File: config.mk
export PLATFORM = sky130hd
export DESIGN_NAME = serial_subtractor_flat
export DESIGN_NICKNAME = d
export VERILOG_FILES = /design/src/rtl/serial_subtractor_pkg.sv /design/src/rtl/serial_subtractor_if.sv /design/src/rtl/serial_subtractor_bit_cell.sv /design/src/rtl/serial_subtractor.sv /design/src/flat_wrapper.sv
export SDC_FILE = /design/constraint.sdc
export NUM_CORES = 1
export LEC_CHECK = 0
export BUFFER_PORTS_ARGS = -buffer_cell sky130_fd_sc_hd__buf_2
export CAP_MARGIN = 20
export CORE_MARGIN = 2
export CORE_UTILIZATION = 48
export CTS_CLUSTER_SIZE = 14
export DETAILED_ROUTE_END_ITERATION = 10
export PLACE_DENSITY = 0.73
export SLEW_MARGIN = 20
export SYNTH_ARGS = -nofsm -noshare
export SYNTH_HDL_FRONTEND = slang
export SYNTH_SLANG_ARGS = --single-unit
File: constraint.sdc
create_clock -name clk -period 1.4 [get_ports clk]
set_input_delay 0.07 -clock clk [delete_from_list [all_inputs] [get_ports clk]]
set_output_delay 0.07 -clock clk [all_outputs]
set_load 0.1 [all_outputs]
File: src/rtl/serial_subtractor_pkg.sv
// Shared definitions for the bit-serial subtractor.
//   state_t        : FSM state encoding (IDLE, RUN, DONE)
//   DEFAULT_WIDTH  : default operand/result width
//   cnt_width()    : bit-counter width needed to index WIDTH bits
package serial_sub_pkg;

    typedef enum logic [1:0] {
        IDLE = 2'd0,
        RUN  = 2'd1,
        DONE = 2'd2
    } state_t;

    localparam int DEFAULT_WIDTH = 4;

    // The counter only has to reach WIDTH-1; keep at least one bit.
    function automatic int cnt_width(input int width);
        return (width <= 2) ? 1 : $clog2(width);
    endfunction

endpackage

File: src/rtl/serial_subtractor_if.sv
// Request/result bundle for serial_subtractor.
//   start      : request, sampled only while busy=0
//   a, b, bin  : minuend, subtrahend and borrow-in, captured on accepted start
//   busy       : high while bits are being processed
//   done       : one-cycle pulse, results valid
//   s          : difference a-b-bin mod 2^WIDTH
//   bout       : unsigned borrow-out
//   underflow  : two's-complement signed overflow
// master = requester side, slave = subtractor side.
interface serial_subtractor_if
    import serial_sub_pkg::*;
#(
    parameter int WIDTH = DEFAULT_WIDTH
) ();

    logic             start;
    logic [WIDTH-1:0] a;
    logic [WIDTH-1:0] b;
    logic             bin;
    logic             busy;
    logic             done;
    logic [WIDTH-1:0] s;
    logic             bout;
    logic             underflow;

    modport master (
        output start, a, b, bin,
        input  busy, done, s, bout, underflow
    );

    modport slave (
        input  start, a, b, bin,
        output busy, done, s, bout, underflow
    );

endinterface

File: src/rtl/serial_subtractor_bit_cell.sv
// sub_bit_cell: combinational 1-bit full subtractor.
//   a_i, b_i : operand bits
//   br       : borrow in
//   d        : difference bit
//   br_next  : borrow out
module sub_bit_cell (
    input  logic a_i,
    input  logic b_i,
    input  logic br,
    output logic d,
    output logic br_next
);

    assign d       = a_i ^ b_i ^ br;
    assign br_next = (~a_i & b_i) | (~(a_i ^ b_i) & br);

endmodule

File: src/rtl/serial_subtractor.sv
// Bit-serial subtractor: computes a-b-bin one bit per clock, LSB first,
// through a single sub_bit_cell. An accepted start loads the operands,
// RUN lasts WIDTH cycles, DONE holds for one cycle with done=1. A start
// seen in DONE begins the next operation immediately.
// Ports:
//   clk  : clock, rising edge
//   rst  : asynchronous active-high reset
//   bus  : serial_subtractor_if.slave (start/a/b/bin in,
//          busy/done/s/bout/underflow out)
// Optional build macro:
//   SERIAL_SUB_SATURATE_EN : clamp s to 0 when the result borrows out
//                            (bout and underflow unaffected).
module serial_subtractor
    import serial_sub_pkg::*;
#(
    parameter int WIDTH = DEFAULT_WIDTH
) (
    input logic                clk,
    input logic                rst,
    serial_subtractor_if.slave bus
);

    localparam int                 CNT_W    = cnt_width(WIDTH);
    localparam logic [CNT_W-1:0]   LAST_IDX = CNT_W'(WIDTH - 1);

    state_t           state;
    state_t           state_next;

    logic [WIDTH-1:0] a_sr;      // minuend, shifted right each RUN cycle
    logic [WIDTH-1:0] b_sr;      // subtrahend, shifted right each RUN cycle
    logic [WIDTH-2:0] r_sr;      // difference bits produced so far, MSB-aligned
    logic             br;        // running borrow
    logic [CNT_W-1:0] cnt;       // index of the bit being processed

    logic [WIDTH-1:0] s_q;
    logic             bout_q;
    logic             underflow_q;

    logic             d;
    logic             br_next;
    logic             load;
    logic             last_bit;
    logic [WIDTH-1:0] diff_full; // partial result with the current bit at the MSB
    logic [WIDTH-1:0] s_final;

    sub_bit_cell u_cell (
        .a_i     (a_sr[0]),
        .b_i     (b_sr[0]),
        .br      (br),
        .d       (d),
        .br_next (br_next)
    );

    // On the last RUN cycle this is the complete difference.
    assign diff_full = {d, r_sr};

`ifdef SERIAL_SUB_SATURATE_EN
    assign s_final = br_next ? '0 : diff_full;
`else
    assign s_final = diff_full;
`endif

    // NOTE: every output of this block gets a default before the case so
    // no path leaves a value unassigned, which would infer a latch.
    always_comb begin
        state_next = state;
        load       = 1'b0;
        last_bit   = 1'b0;
        bus.busy   = 1'b0;
        bus.done   = 1'b0;
        case (state)
            IDLE: begin
                if (bus.start) begin
                    state_next = RUN;
                    load       = 1'b1;
                end
            end
            RUN: begin
                bus.busy = 1'b1;
                if (cnt == LAST_IDX) begin
                    state_next = DONE;
                    last_bit   = 1'b1;
                end
            end
            DONE: begin
                bus.done = 1'b1;
                if (bus.start) begin
                    state_next = RUN;
                    load       = 1'b1;
                end else begin
                    state_next = IDLE;
                end
            end
            default: state_next = IDLE;
        endcase
    end

    // NOTE: sequential state uses non-blocking assignments so all registers
    // update together from values sampled at the same edge.
    always_ff @(posedge clk or posedge rst) begin
        if (rst) begin
            state <= IDLE;
        end else begin
            state <= state_next;
        end
    end

    // NOTE: every datapath register is reset, so an aborted operation leaves
    // no partial result behind and the outputs read 0 straight after reset.
    always_ff @(posedge clk or posedge rst) begin
        if (rst) begin
            a_sr        <= '0;
            b_sr        <= '0;
            r_sr        <= '0;
            br          <= 1'b0;
            cnt         <= '0;
            s_q         <= '0;
            bout_q      <= 1'b0;
            underflow_q <= 1'b0;
        end else begin
            if (load) begin
                a_sr <= bus.a;
                b_sr <= bus.b;
                br   <= bus.bin;
                r_sr <= '0;
                cnt  <= '0;
            end else if (state == RUN) begin
                a_sr <= a_sr >> 1;
                b_sr <= b_sr >> 1;
                br   <= br_next;
                r_sr <= diff_full[WIDTH-1:1];
                // Counter is only ever restarted by a load, never wrapped.
                if (!last_bit) begin
                    cnt <= cnt + 1'b1;
                end
            end

            // Results change only on RUN->DONE and hold until the next one.
            if (last_bit) begin
                s_q         <= s_final;
                bout_q      <= br_next;
                // Signed overflow: borrow into the MSB differs from borrow out.
                underflow_q <= br ^ br_next;
            end
        end
    end

    assign bus.s         = s_q;
    assign bus.bout      = bout_q;
    assign bus.underflow = underflow_q;

endmodule

File: src/flat_wrapper.sv
// flat-port wrapper written by rule: the top's interface ports become plain ports
module serial_subtractor_flat import serial_sub_pkg::*;
#(
    parameter int WIDTH = DEFAULT_WIDTH
)
  (clk, rst, bus_start, bus_a, bus_b, bus_bin, bus_busy, bus_done, bus_s, bus_bout, bus_underflow);
  serial_subtractor_if #(.WIDTH(WIDTH)) bus_i ();
  input logic clk;
  input logic rst;
  input wire logic [$bits(bus_i.start)-1:0] bus_start;
  input wire logic [$bits(bus_i.a)-1:0] bus_a;
  input wire logic [$bits(bus_i.b)-1:0] bus_b;
  input wire logic [$bits(bus_i.bin)-1:0] bus_bin;
  output wire logic [$bits(bus_i.busy)-1:0] bus_busy;
  output wire logic [$bits(bus_i.done)-1:0] bus_done;
  output wire logic [$bits(bus_i.s)-1:0] bus_s;
  output wire logic [$bits(bus_i.bout)-1:0] bus_bout;
  output wire logic [$bits(bus_i.underflow)-1:0] bus_underflow;
  assign bus_i.start = bus_start;
  assign bus_i.a = bus_a;
  assign bus_i.b = bus_b;
  assign bus_i.bin = bus_bin;
  assign bus_busy = bus_i.busy;
  assign bus_done = bus_i.done;
  assign bus_s = bus_i.s;
  assign bus_bout = bus_i.bout;
  assign bus_underflow = bus_i.underflow;
  serial_subtractor #(.WIDTH(WIDTH)) u_core (.clk(clk), .rst(rst), .bus(bus_i));
endmodule
# After elaboration in Yosys (flattened, before gate mapping)
# Index checks and enable logic that the tools add are counted.
[totals]
reg_bits = 22
input_bits = 12
wordCells = 50
output_inout_bits = 8
[classes]
mux = 21
n_eq_ne = 6
n_bitwise = 8
n_addsub = 1
n_reduce_logical = 5
[op_table]
columns = ["op", "n"]
rows = [
  ["$mux W4", 4],
  ["$mux W2", 5],
  ["$mux W1", 9],
  ["$mux W3", 2],
  ["$pmux W2 S3", 1],
  ["$eq A2 B2 Y1 const B", 2],
  ["$ne A2 B1 Y1 const B", 2],
  ["$reduce_and A2 Y1", 2],
  ["$xor A1 B1 Y1", 3],
  ["$add A2 B1 Y2 const B", 1],
  ["$and A1 B1 Y1", 2],
  ["$eq A2 B1 Y1 const B", 1],
  ["$logic_not A2 Y1", 1],
  ["$ne A2 B2 Y1 const B", 1],
  ["$not A1 Y1", 2],
  ["$reduce_bool A2 Y1", 1],
  ["$reduce_or A2 Y1", 1],
  ["$or A1 B1 Y1", 1],
]

# Longest topological paths before layout
[depth]
ltp_word = 6
mapped_depth = 5
depth_no_buf = 4

# Hierarchy
# From an unflattened synthesis, not the netlist that was laid out.
[unflattened]
cells_unflattened = 82
area_unflattened_um2 = 977.2
[by_module_without_submodules]
columns = ["mod", "seq_area_each_um2", "cells_each", "instances", "area_per_inst_um2"]
rows = [
  ["serial_subtractor", 550.5, 78, 1, 945.9],
  ["sub_bit_cell", 0.0, 4, 1, 31.3],
]

# Least setup slack after synthesis
# Ideal clock, no wire load.
[synth_path]
kind = "register -> output"
from = "register u_core.state[0]"
to = "output bus_done"
t_arrival_ns = 2.026
path_buffers = 2
stages_incl_launch_ff = 4
path_slack_ns = -0.696
required_time_ns = 1.330
path_cell_list = "dfrtp_1 > buf_4 > buf_2 > nor2b_1"
[synth_via]
elab_chain_cells = 2
[synth_lines]
columns = ["element", "line", "rtl"]
rows = [
  ["start, declared", "serial_subtractor.sv:26", "state_t state;"],
  ["start signal, assigned", "serial_subtractor.sv:104", "state <= state_next;"],
  ["$eq A2 B2 Y1", "serial_subtractor.sv:71", "case (state)"],
  ["$mux W1", "serial_subtractor.sv:71", ""],
  ["end, declared", "flat_wrapper.sv:15", "output wire logic [$bits(bus_i.done)-1:0] bus_done;"],
]
# Every way passes these cells.

# Worst setup path in the final report
[layout_path]
from = "register u_core.cnt[0]"
to = "register u_core.cnt[1]"
[layout_via]
elab_chain_cells = 5
word_cells_on_any_way = 9
cone_classes = "add/sub: 1; eq/ne: 2; mux: 5; reduce/logical: 1"
[layout_lines]
columns = ["element", "line", "rtl"]
rows = [
  ["start, declared", "serial_subtractor.sv:33", "logic [CNT_W-1:0] cnt;"],
  ["start signal, assigned", "serial_subtractor.sv:134", "cnt <= cnt + 1'b1;"],
  ["$eq A2 B2 Y1", "serial_subtractor.sv:80", "if (cnt == LAST_IDX) begin"],
  ["$mux W1", "serial_subtractor.sv:80", ""],
  ["$mux W1", "serial_subtractor.sv:71", ""],
  ["$ne A2 B1 Y1 (no line)", "n/a", ""],
  ["$reduce_and A2 Y1 (no line)", "n/a", ""],
]
# Several ways; a longest one is shown, not always the timed one. The select of a mux whose other input is x is not followed.
# A chain may end at the register's enable or synchronous reset.

==> impl_summary.txt <==
----------------------------------------------------
[Clock tree]
  Clock tree root driver cell ... clkbuf_4
  Number of clock sinks ... 22
  Clock latency of the later-clocked register in the worst-skew pair ... 290 ps
  Total clock buffers created by CTS ... 3
  Clock tree from TritonCTS ... done
  # H-tree levels ... 1
  Clock tree buffer depth ... 2
  Reg clk slew, reported paths ... 120 ps

[Floorplan]
  Std-Cell Rows ... 17
  Total die area ... 0.00263 sq mm
  Die height ... 51.2 um
  Die outline width ... 51.2 um
  Top-level I/O count ... 20
  Starting Density ... 49.4%
  Standard cell core area ... 0.00217 sq mm

[Global route]
  Total congestion overflow ... 0
  Antenna violations before repair ... 0
  Via count of the first global-routing pass ... 764
  Global-route wire length before repair ... 3180 um
  Maximum number of pins on one net before global-route repair ... 23
  Global router's overall resource usage ... 16.5%

[Final layout]
  Diodes inserted ... 0
  Share of cells above drive strength 1 ... 41.8%
  Commonest non-fill, non-tap cell in the layout ... dfrtp_1
  Final core occ ... 62.7%
  P&R area growth vs syn ... 27.1%
  Layout net count ... 137
  Leading cell types in the layout, fill and taps excluded ... dfrtp_1, buf_2, buf_4

[Drt]
  Number of nets with antenna violations after detailed routing ... 0
  Starting DRC count in detailed routing ... 4
  WL per Instance ... 12.4 um
  Total detailed-routing wirelength ... 1860 um
  Overall via count from detail_route ... 763
  Detail-routed via count per cell ... 5.09
  Number of design rule violations left after detail routing ... 0
  Initial DRT Pass Iterations ... 2

[Yosys]
  Ranking of synthesized cells by area ... dfrtp_1, mux2_2, a22o_1
  Synthesized instance count ... 90
  Proportion of netlist area held by the largest area contributor ... 51.4%
  Number of storage elements in the synthesis netlist ... 22
  Dominant cell type by area after synthesis ... dfrtp_1
  Mapped Avg Cell Area ... 11.9 sq um
  Portion of the post-synthesis area used by sequential elements ... 51.4%
  Synthesized netlist net count ... 104
  Post-synth cell types ... 29
  Cell area after synthesis ... 0.00107 sq mm
  Number of warnings reported in the yosys synthesis log ... 0

[Setup path]
  Crit path arrival time ... 1540 ps
  Data required time at the worst endpoint ... 1600 ps
  Master of the slowest instance on the critical path ... dfrtp_1
  Critical path launch point type ... flip-flop
  Logic depth of the worst register-to-register path ... 4
  Largest stage delay on the critical path ... 430 ps
  Ordered cell list for the critical path ... ha_2 > nor2_2 > mux2_2 > a22o_1
  Sort of element at the end of the critical path ... flip-flop
  Maximum fanout count along the critical path ... 3
  Crit Path Category ... reg -> reg

[STA]
  Min Clock Period, post-route ... 1340 ps
  Relative slew margins ... 68.0%
  Unrepaired setup endpoints after global routing ... no
  Top achievable clock speed ... 744 MHz
  Final hold slack ... 29.8 ps
  Skew final ... 1.81 ps
  Final Setup Violations ... 0
  Final total negative setup slack ... 0 ps
  Transition time at the pin with the least slew margin ... 483 ps
  Hold Violations, Final ... 0
  Slew Viols, Final ... 0
  Post-route fraction of the period consumed by the critical path ... 96.0%
  Final Worst Setup Slack ... 55.9 ps

[Hold path]
  Worst Hold Depth ... 3
  Hold Crit Class ... in -> reg

[Placement]
  Last weighted congestion value of the routability-driven placer ... 0.711
  Number of buffers inserted by port buffering ... 19
  DPL Wire Length ... 1360 um
  Pre-CTS WS ... 23.8 ps

[Job]
  Max-capacitance violation count ... 0

[Status]
  Result of the run ... finished clean

----------------------------------------------------
[final cells by class]
cell class / instances / area [sq um]
clock buffers: 4 / 36.3
fillers: 191 / 808
inverters: 5 / 21.3
multi-input cells: 58 / 463
flip-flops and latches: 22 / 553
well taps: 28 / 35.0
repair buffers: 33 / 253
[kinds of logic (layout without fill, tap and decap cells)]
logic type               count (synthesis)  after routing  share of synthesized area, %
multiplexers                             9              9                          9.23
adder cells (fa/ha/maj)                  2              2                          3.04
buffers and inverters                   10             42                          6.31
flip-flops                              22             22                          51.4
AO/OA/AOI/OAI                           18             18                          12.1
XOR/XNOR                                 2              2                          1.64
AND/OR/NAND/NOR                         27             27                          16.2
[registers in the layout (all words and copies together), names as in the netlist]
register,flops
u_core.br,1
u_core.bus.bout,1
u_core.b_sr,4
u_core.bus.s,4
u_core.cnt,2
u_core.r_sr,3
u_core.state,2
u_core.a_sr,4
u_core.bus.underflow,1
[final timing paths]
path / start / to / slack [ps]
setup / recovery: u_core.cnt[0]$_DFFE_PP0P_ / u_core.cnt[1]$_DFFE_PP0P_ / 60
hold / removal: bus_a[1] / u_core.a_sr[1]$_DFFE_PP0P_ / 30
setup reg to reg: u_core.cnt[0]$_DFFE_PP0P_ / u_core.cnt[1]$_DFFE_PP0P_ / 60
hold reg to reg: u_core.bus.bout$_DFFE_PP0P_ / u_core.bus.bout$_DFFE_PP0P_ / 500
max in group asynchronous: rst / u_core.state[1]$_DFFE_PP0P_ / 840
min in group asynchronous: rst / u_core.bus.s[1]$_DFFE_PP0P_ / 330
[worst max-delay path: cells and delay by family, from the launching register on]
family	cells	cell delay, ps
DFF	1	430
AOI/OAI and AO/OA	1	170
muxes	1	340
and+or+nand+nor	1	100
adders and majority gates	1	210
[per-layer routing]
metal,wire (um),global-route usage (%),vias to the layer above,share of wire [%]
li1,-,-,374,-
met1,764,20.5,372,41
met2,999,27.7,15,54
met3,78,4.39,2,4.2
met4,14,6.14,0,0.75
met5,0,0,-,0
[through the flow]
stage,instances,cell area (sq um)
2_1_floorplan,90,1080
3_3_place_gp,140,1250
3_5_place_dp,140,1250
4_1_cts,147,1320
5_1_grt,150,1360
6_report,150,1360
[cells in the mapped netlist, drive strengths merged]
library cell  instances
o21ai                 4
fa                    1
o22ai                 3
dfrtp                22
ha                    1
mux2                  7
a221o                 1
xor2                  2
a21oi                 2
nor2                  7
mux2i                 2
nor3                  3
nand2                 6
nand2b                4
inv                   5
a211oi                3
buf                   5
nor2b                 4
nor3b                 2
a22o                  5
nand3b                1
[repair_timing]
action / CTS / global route
setup endpoints to repair: 1 / 6
buffers inserted: 0 / 2
resized for setup: 2 / 1
gates cloned: 0 / 0
hold endpoints to repair: 24 / 1
hold buffers: 3 / 1
Power is left out: the tool's default activity adds up to more than one toggle a clock period on the data nets, which glitch-free logic cannot reach.
